$ cat src/rtl/stmt_while_seq_accum.sv
// Sequential while-loop accumulator: one iteration per clock, valid/ready in and out.
// Define STMT_WHILE_SAT_EN to saturate the sum on overflow instead of wrapping.
module stmt_while_seq_accum #(
  parameter int DATA_W = 8,
  parameter int IDX_W  = 4,
  parameter int CNT_W  = 4
) (
  input  logic              clk,
  input  logic              rst,
  input  logic              in_valid,
  output logic              in_ready,
  input  logic [DATA_W-1:0] in_data,
  input  logic [IDX_W-1:0]  in_start_idx,
  input  logic [CNT_W-1:0]  in_limit,
  output logic              out_valid,
  input  logic              out_ready,
  output logic [DATA_W-1:0] out_sum,
  output logic [IDX_W-1:0]  out_index,
  output logic              out_ovf,
  output logic              busy
);

  typedef enum logic [1:0] {
    S_IDLE = 2'd0,
    S_RUN  = 2'd1,
    S_DONE = 2'd2
  } state_t;

  state_t            r_state;
  state_t            w_state_nxt;
  logic [DATA_W-1:0] r_data;
  logic [IDX_W-1:0]  r_idx;
  logic [CNT_W-1:0]  r_limit;
  logic [CNT_W-1:0]  r_cnt;
  logic [DATA_W-1:0] r_sum;
  logic              r_ovf;

  logic              w_accept;
  logic              w_step;
  logic              w_cnt_done;
  logic              w_ovf;
  logic [DATA_W+1:0] w_term;
  logic [DATA_W-1:0] w_sum_nxt;

  // Two extra bits hold sum + data + idx without loss.
  always_comb begin
    w_term = {2'b00, r_sum} + {2'b00, r_data}
           + {{(DATA_W+2-IDX_W){1'b0}}, r_idx};
    w_ovf  = |w_term[DATA_W+1:DATA_W];
`ifdef STMT_WHILE_SAT_EN
    w_sum_nxt = w_ovf ? {DATA_W{1'b1}} : w_term[DATA_W-1:0];
`else
    w_sum_nxt = w_term[DATA_W-1:0];
`endif
  end

  assign w_cnt_done = (r_cnt == r_limit);

  always_comb begin
    w_state_nxt = r_state;
    w_accept    = 1'b0;
    w_step      = 1'b0;
    unique case (r_state)
      S_IDLE: begin
        if (in_valid) begin
          w_accept    = 1'b1;
          w_state_nxt = S_RUN;
        end
      end
      S_RUN: begin
        if (w_cnt_done) begin
          w_state_nxt = S_DONE;
        end else begin
          w_step = 1'b1;
        end
      end
      S_DONE: begin
        if (out_ready) begin
          w_state_nxt = S_IDLE;
        end
      end
      default: begin
        w_state_nxt = S_IDLE;
      end
    endcase
  end

  always_ff @(posedge clk or posedge rst) begin
    if (rst) begin
      r_state <= S_IDLE;
      r_data  <= '0;
      r_idx   <= '0;
      r_limit <= '0;
      r_cnt   <= '0;
      r_sum   <= '0;
      r_ovf   <= 1'b0;
    end else begin
      r_state <= w_state_nxt;
      if (w_accept) begin
        r_data  <= in_data;
        r_idx   <= in_start_idx;
        r_limit <= in_limit;
        r_cnt   <= '0;
        r_sum   <= '0;
        r_ovf   <= 1'b0;
      end else if (w_step) begin
        r_sum <= w_sum_nxt;
        r_idx <= r_idx + 1'b1;
        r_cnt <= r_cnt + 1'b1;
        r_ovf <= r_ovf | w_ovf;
      end
    end
  end

  assign in_ready  = (r_state == S_IDLE);
  assign out_valid = (r_state == S_DONE);
  assign busy      = (r_state == S_RUN);
  assign out_sum   = r_sum;
  assign out_index = r_idx;
  assign out_ovf   = r_ovf;

endmodule

$ cat config.mk
export PLATFORM = sky130hd
export DESIGN_NAME = stmt_while_seq_accum
export DESIGN_NICKNAME = d
export VERILOG_FILES = /design/src/rtl/stmt_while_seq_accum.sv
export SDC_FILE = /design/constraint.sdc
export NUM_CORES = 1
export LEC_CHECK = 0
export ABC_AREA = 1
export CORE_ASPECT_RATIO = 0.8
export CORE_MARGIN = 2
export CORE_UTILIZATION = 46
export DETAILED_ROUTE_END_ITERATION = 8
export PLACE_DENSITY = 0.8
export SLEW_MARGIN = 20
export SYNTH_ARGS = -nofsm -noshare
export SYNTH_HDL_FRONTEND = slang
export SYNTH_SLANG_ARGS = --single-unit
$ cat constraint.sdc
create_clock -name clk -period 2.11 [get_ports clk]
set_input_delay 0.3165 -clock clk [delete_from_list [all_inputs] [get_ports clk]]
set_output_delay 0.3165 -clock clk [all_outputs]
set_load 0.05 [all_outputs]
==> qor.yml <==
clock_tree:
  clock_latency_ps: 280
  cts_inserted_buffers: 5
  cts_sinks: 31
  postCtsHoldBufs: 0
  htree_levels: 2
  cts_tree: "built"
  clk_pin_slew_ps: 60
  cts-root-buf: "clkbuf_8"
  cts_buffer_depth: 2
synth:
  seq_area_frac_synth: 0.418
  ys_async_sr_fraction: 1.00
  yosys-top-cells-count: "nand2_1 (83), dfrtp_1 (31), inv_1 (18)"
  yosysMostFrequentCell: "nand2_1"
  synth_area_leaders: "dfrtp_1 (42%), nand2_1 (17%), ha_1 (8.8%)"
  ys_types: 30
  syn_area_mm2: 0.00186
  synthFlopType: "dfrtp_1"
  yosys_warnings: 0
  avgSynthCellArea_um2: 8.72
  synth_top_area_share: 0.418
  synth_seq_cells: 31
  synth_cells: 213
  synth_edf_count: 0
  syn_nets: 251
  synth_top_area_cell: "dfrtp_1"
timing:
  worst_slew_pin_slew_ps: 530
  finalClockSkew_ps: 3.43
  fin_crit_sh: 0.975
  layout_setup_ws_ps: 52.9
  drv_slew: 0
  tns_ps: 0
  maxSlewHeadroom: 0.646
  rsz0062_at_grt: "yes"
  hold_viol_final: 0
  fmax_mhz: 486
  fin_crit_ps: 2060
  setup_viol: 0
critical_path:
  worstPathArrival_ps: 2220
  cp_common_cell: "nor2_2"
  timing.setup.critical_path_class: "flop to flop"
  cp_max_fo: 3
  cp-end-kind: "flop"
  cp_cell_sequence: "fa_1 > ha_4 > or2_4 > nand2_4 > nor2_2 > nor2_2 > xor2_1 > o21ai_1"
  slowest_delay_ps: 590
  startpoint_type: "flop"
  slowest_stage: "fa_1"
  worst_ep_required_time_ps: 2270
layout:
  seqCellArea_um2: 786
  final_util: 0.644
  area_delta_synth_final_pct: 32.8
  diodes: 0
  multi_input_area_mm2: 0.00105
  drive_gt1_frac: 0.198
  n_fill_cell: 326
  nNetsFinal: 296
run_status:
  status: "finished clean"
grt:
  busiest_layer: "met2"
  met1_usage: 0.271
  grt.total_usage: 0.197
  antenna_found_initial: 0
  grt-ovfl-total: 0
  grt_pass1_vias: 1445
  use_met2: 0.301
  met3_usage: 0.0498
  grt_pass1_wl_um: 6510
  grt_max_degree: 32
die:
  die-area_mm2: 0.00456
  die_w_um: 75.0
  initial_core_util: 0.485
  ios: 36
  rows: 20
  die_h_um: 60.8
  coreArea_mm2: 0.00383
route:
  avgRoutedWirePerCell_um: 12.5
  drt_iter0_markers: 51
  ant_nets: 0
  viasPerCell: 4.82
  wl_um: 3900
  drt_first_pass_iters: 4
  via_count: 1509
  drt_drc_violations_left: 0
placement:
  port_buffers: 35
  globalplace.congestion: 0.854
  dp_slack_ps: -5.83
  dpl.hpwl_um: 2810
min_path:
  hp-class: "input port to asynchronous set/reset pin"
job:
  cap_violations: 0
## critical path: cells and delay by family (launching register included)
family,cells,cell delay (ps)
AOI/OAI and AO/OA,1,90
xor gates and xnor gates,1,160
adders and majority gates,2,820
DFF,1,400
and+or+nand+nor,4,470
## flip-flops by register name, summed over array words and instances, names as in the netlist
register   cells
out_index      4
r_state        2
out_ovf        1
out_sum        8
r_limit        4
r_cnt          4
r_data         8
## through the flow
step	hold WS, ps	instance area (um^2)	std cells
final	410	2470	313
after CTS	425	2410	312
after global placement	469	2320	305
after global routing	476	2470	313
after floorplan	419	1890	213
after detailed placement	473	2320	305
## metal layers
layer  up-vias  wire, um
li1        761         -
met1       710      1940
met2        31      1730
met3         7       172
met4         0        57
met5         -         0
## final timing paths
check                      slack (ps)                        to             startpoint  depth (start not counted)
setup reg to reg                   50    out_sum[6]$_DFFE_PP0P_  r_data[3]$_DFFE_PP0P_                          8
setup / recovery                   50    out_sum[6]$_DFFE_PP0P_  r_data[3]$_DFFE_PP0P_                          8
min in group clk                  490     r_data[5]$_DFFE_PP0P_  r_data[5]$_DFFE_PP0P_                          2
hold / removal                    410    r_limit[0]$_DFFE_PP0P_                    rst                          3
max in group asynchronous        1380  out_index[0]$_DFFE_PP0P_                    rst                          3
hold reg to reg                   490     r_data[5]$_DFFE_PP0P_  r_data[5]$_DFFE_PP0P_                          2
## what timing repair did
| action | CTS | global route |
|---|---|---|
| pin swaps | 0 | 8 |
| endpoints found under the setup margin | 1 | 4 |
| setup buffers | 0 | 1 |
| resized for setup | 1 | 15 |
## layout by cell type (no fill, tap or decap), drive strengths merged, types with 8 or more instances in the layout
master	count
buf	8
clkdlybuf4s50	34
dfrtp	31
ha	13
inv	19
nand2	87
nand3	9
nor2	10
o21ai	14
## layout make-up
type | count | share of cell area
multi-input cells | 159 | 0.427
well taps | 55 | 0.0279
clock buffers | 6 | 0.0335
repair buffers | 42 | 0.162
flip-flops and latches | 31 | 0.319
inverters | 19 | 0.0289
clock inverters | 1 | 0.00203
## logic make-up (layout without fill, tap and decap cells)
family,count (synthesis),count (layout),synth area share
simple gates,108,108,0.265
flops,31,31,0.418
compound gates,23,23,0.0755
buf+inv,23,68,0.0532
fa+ha+maj,18,18,0.142
xor+xnor,10,10,0.0472
Power is not shown: default switching activity piles up to over one toggle a cycle in this logic, so the estimate is an artifact.
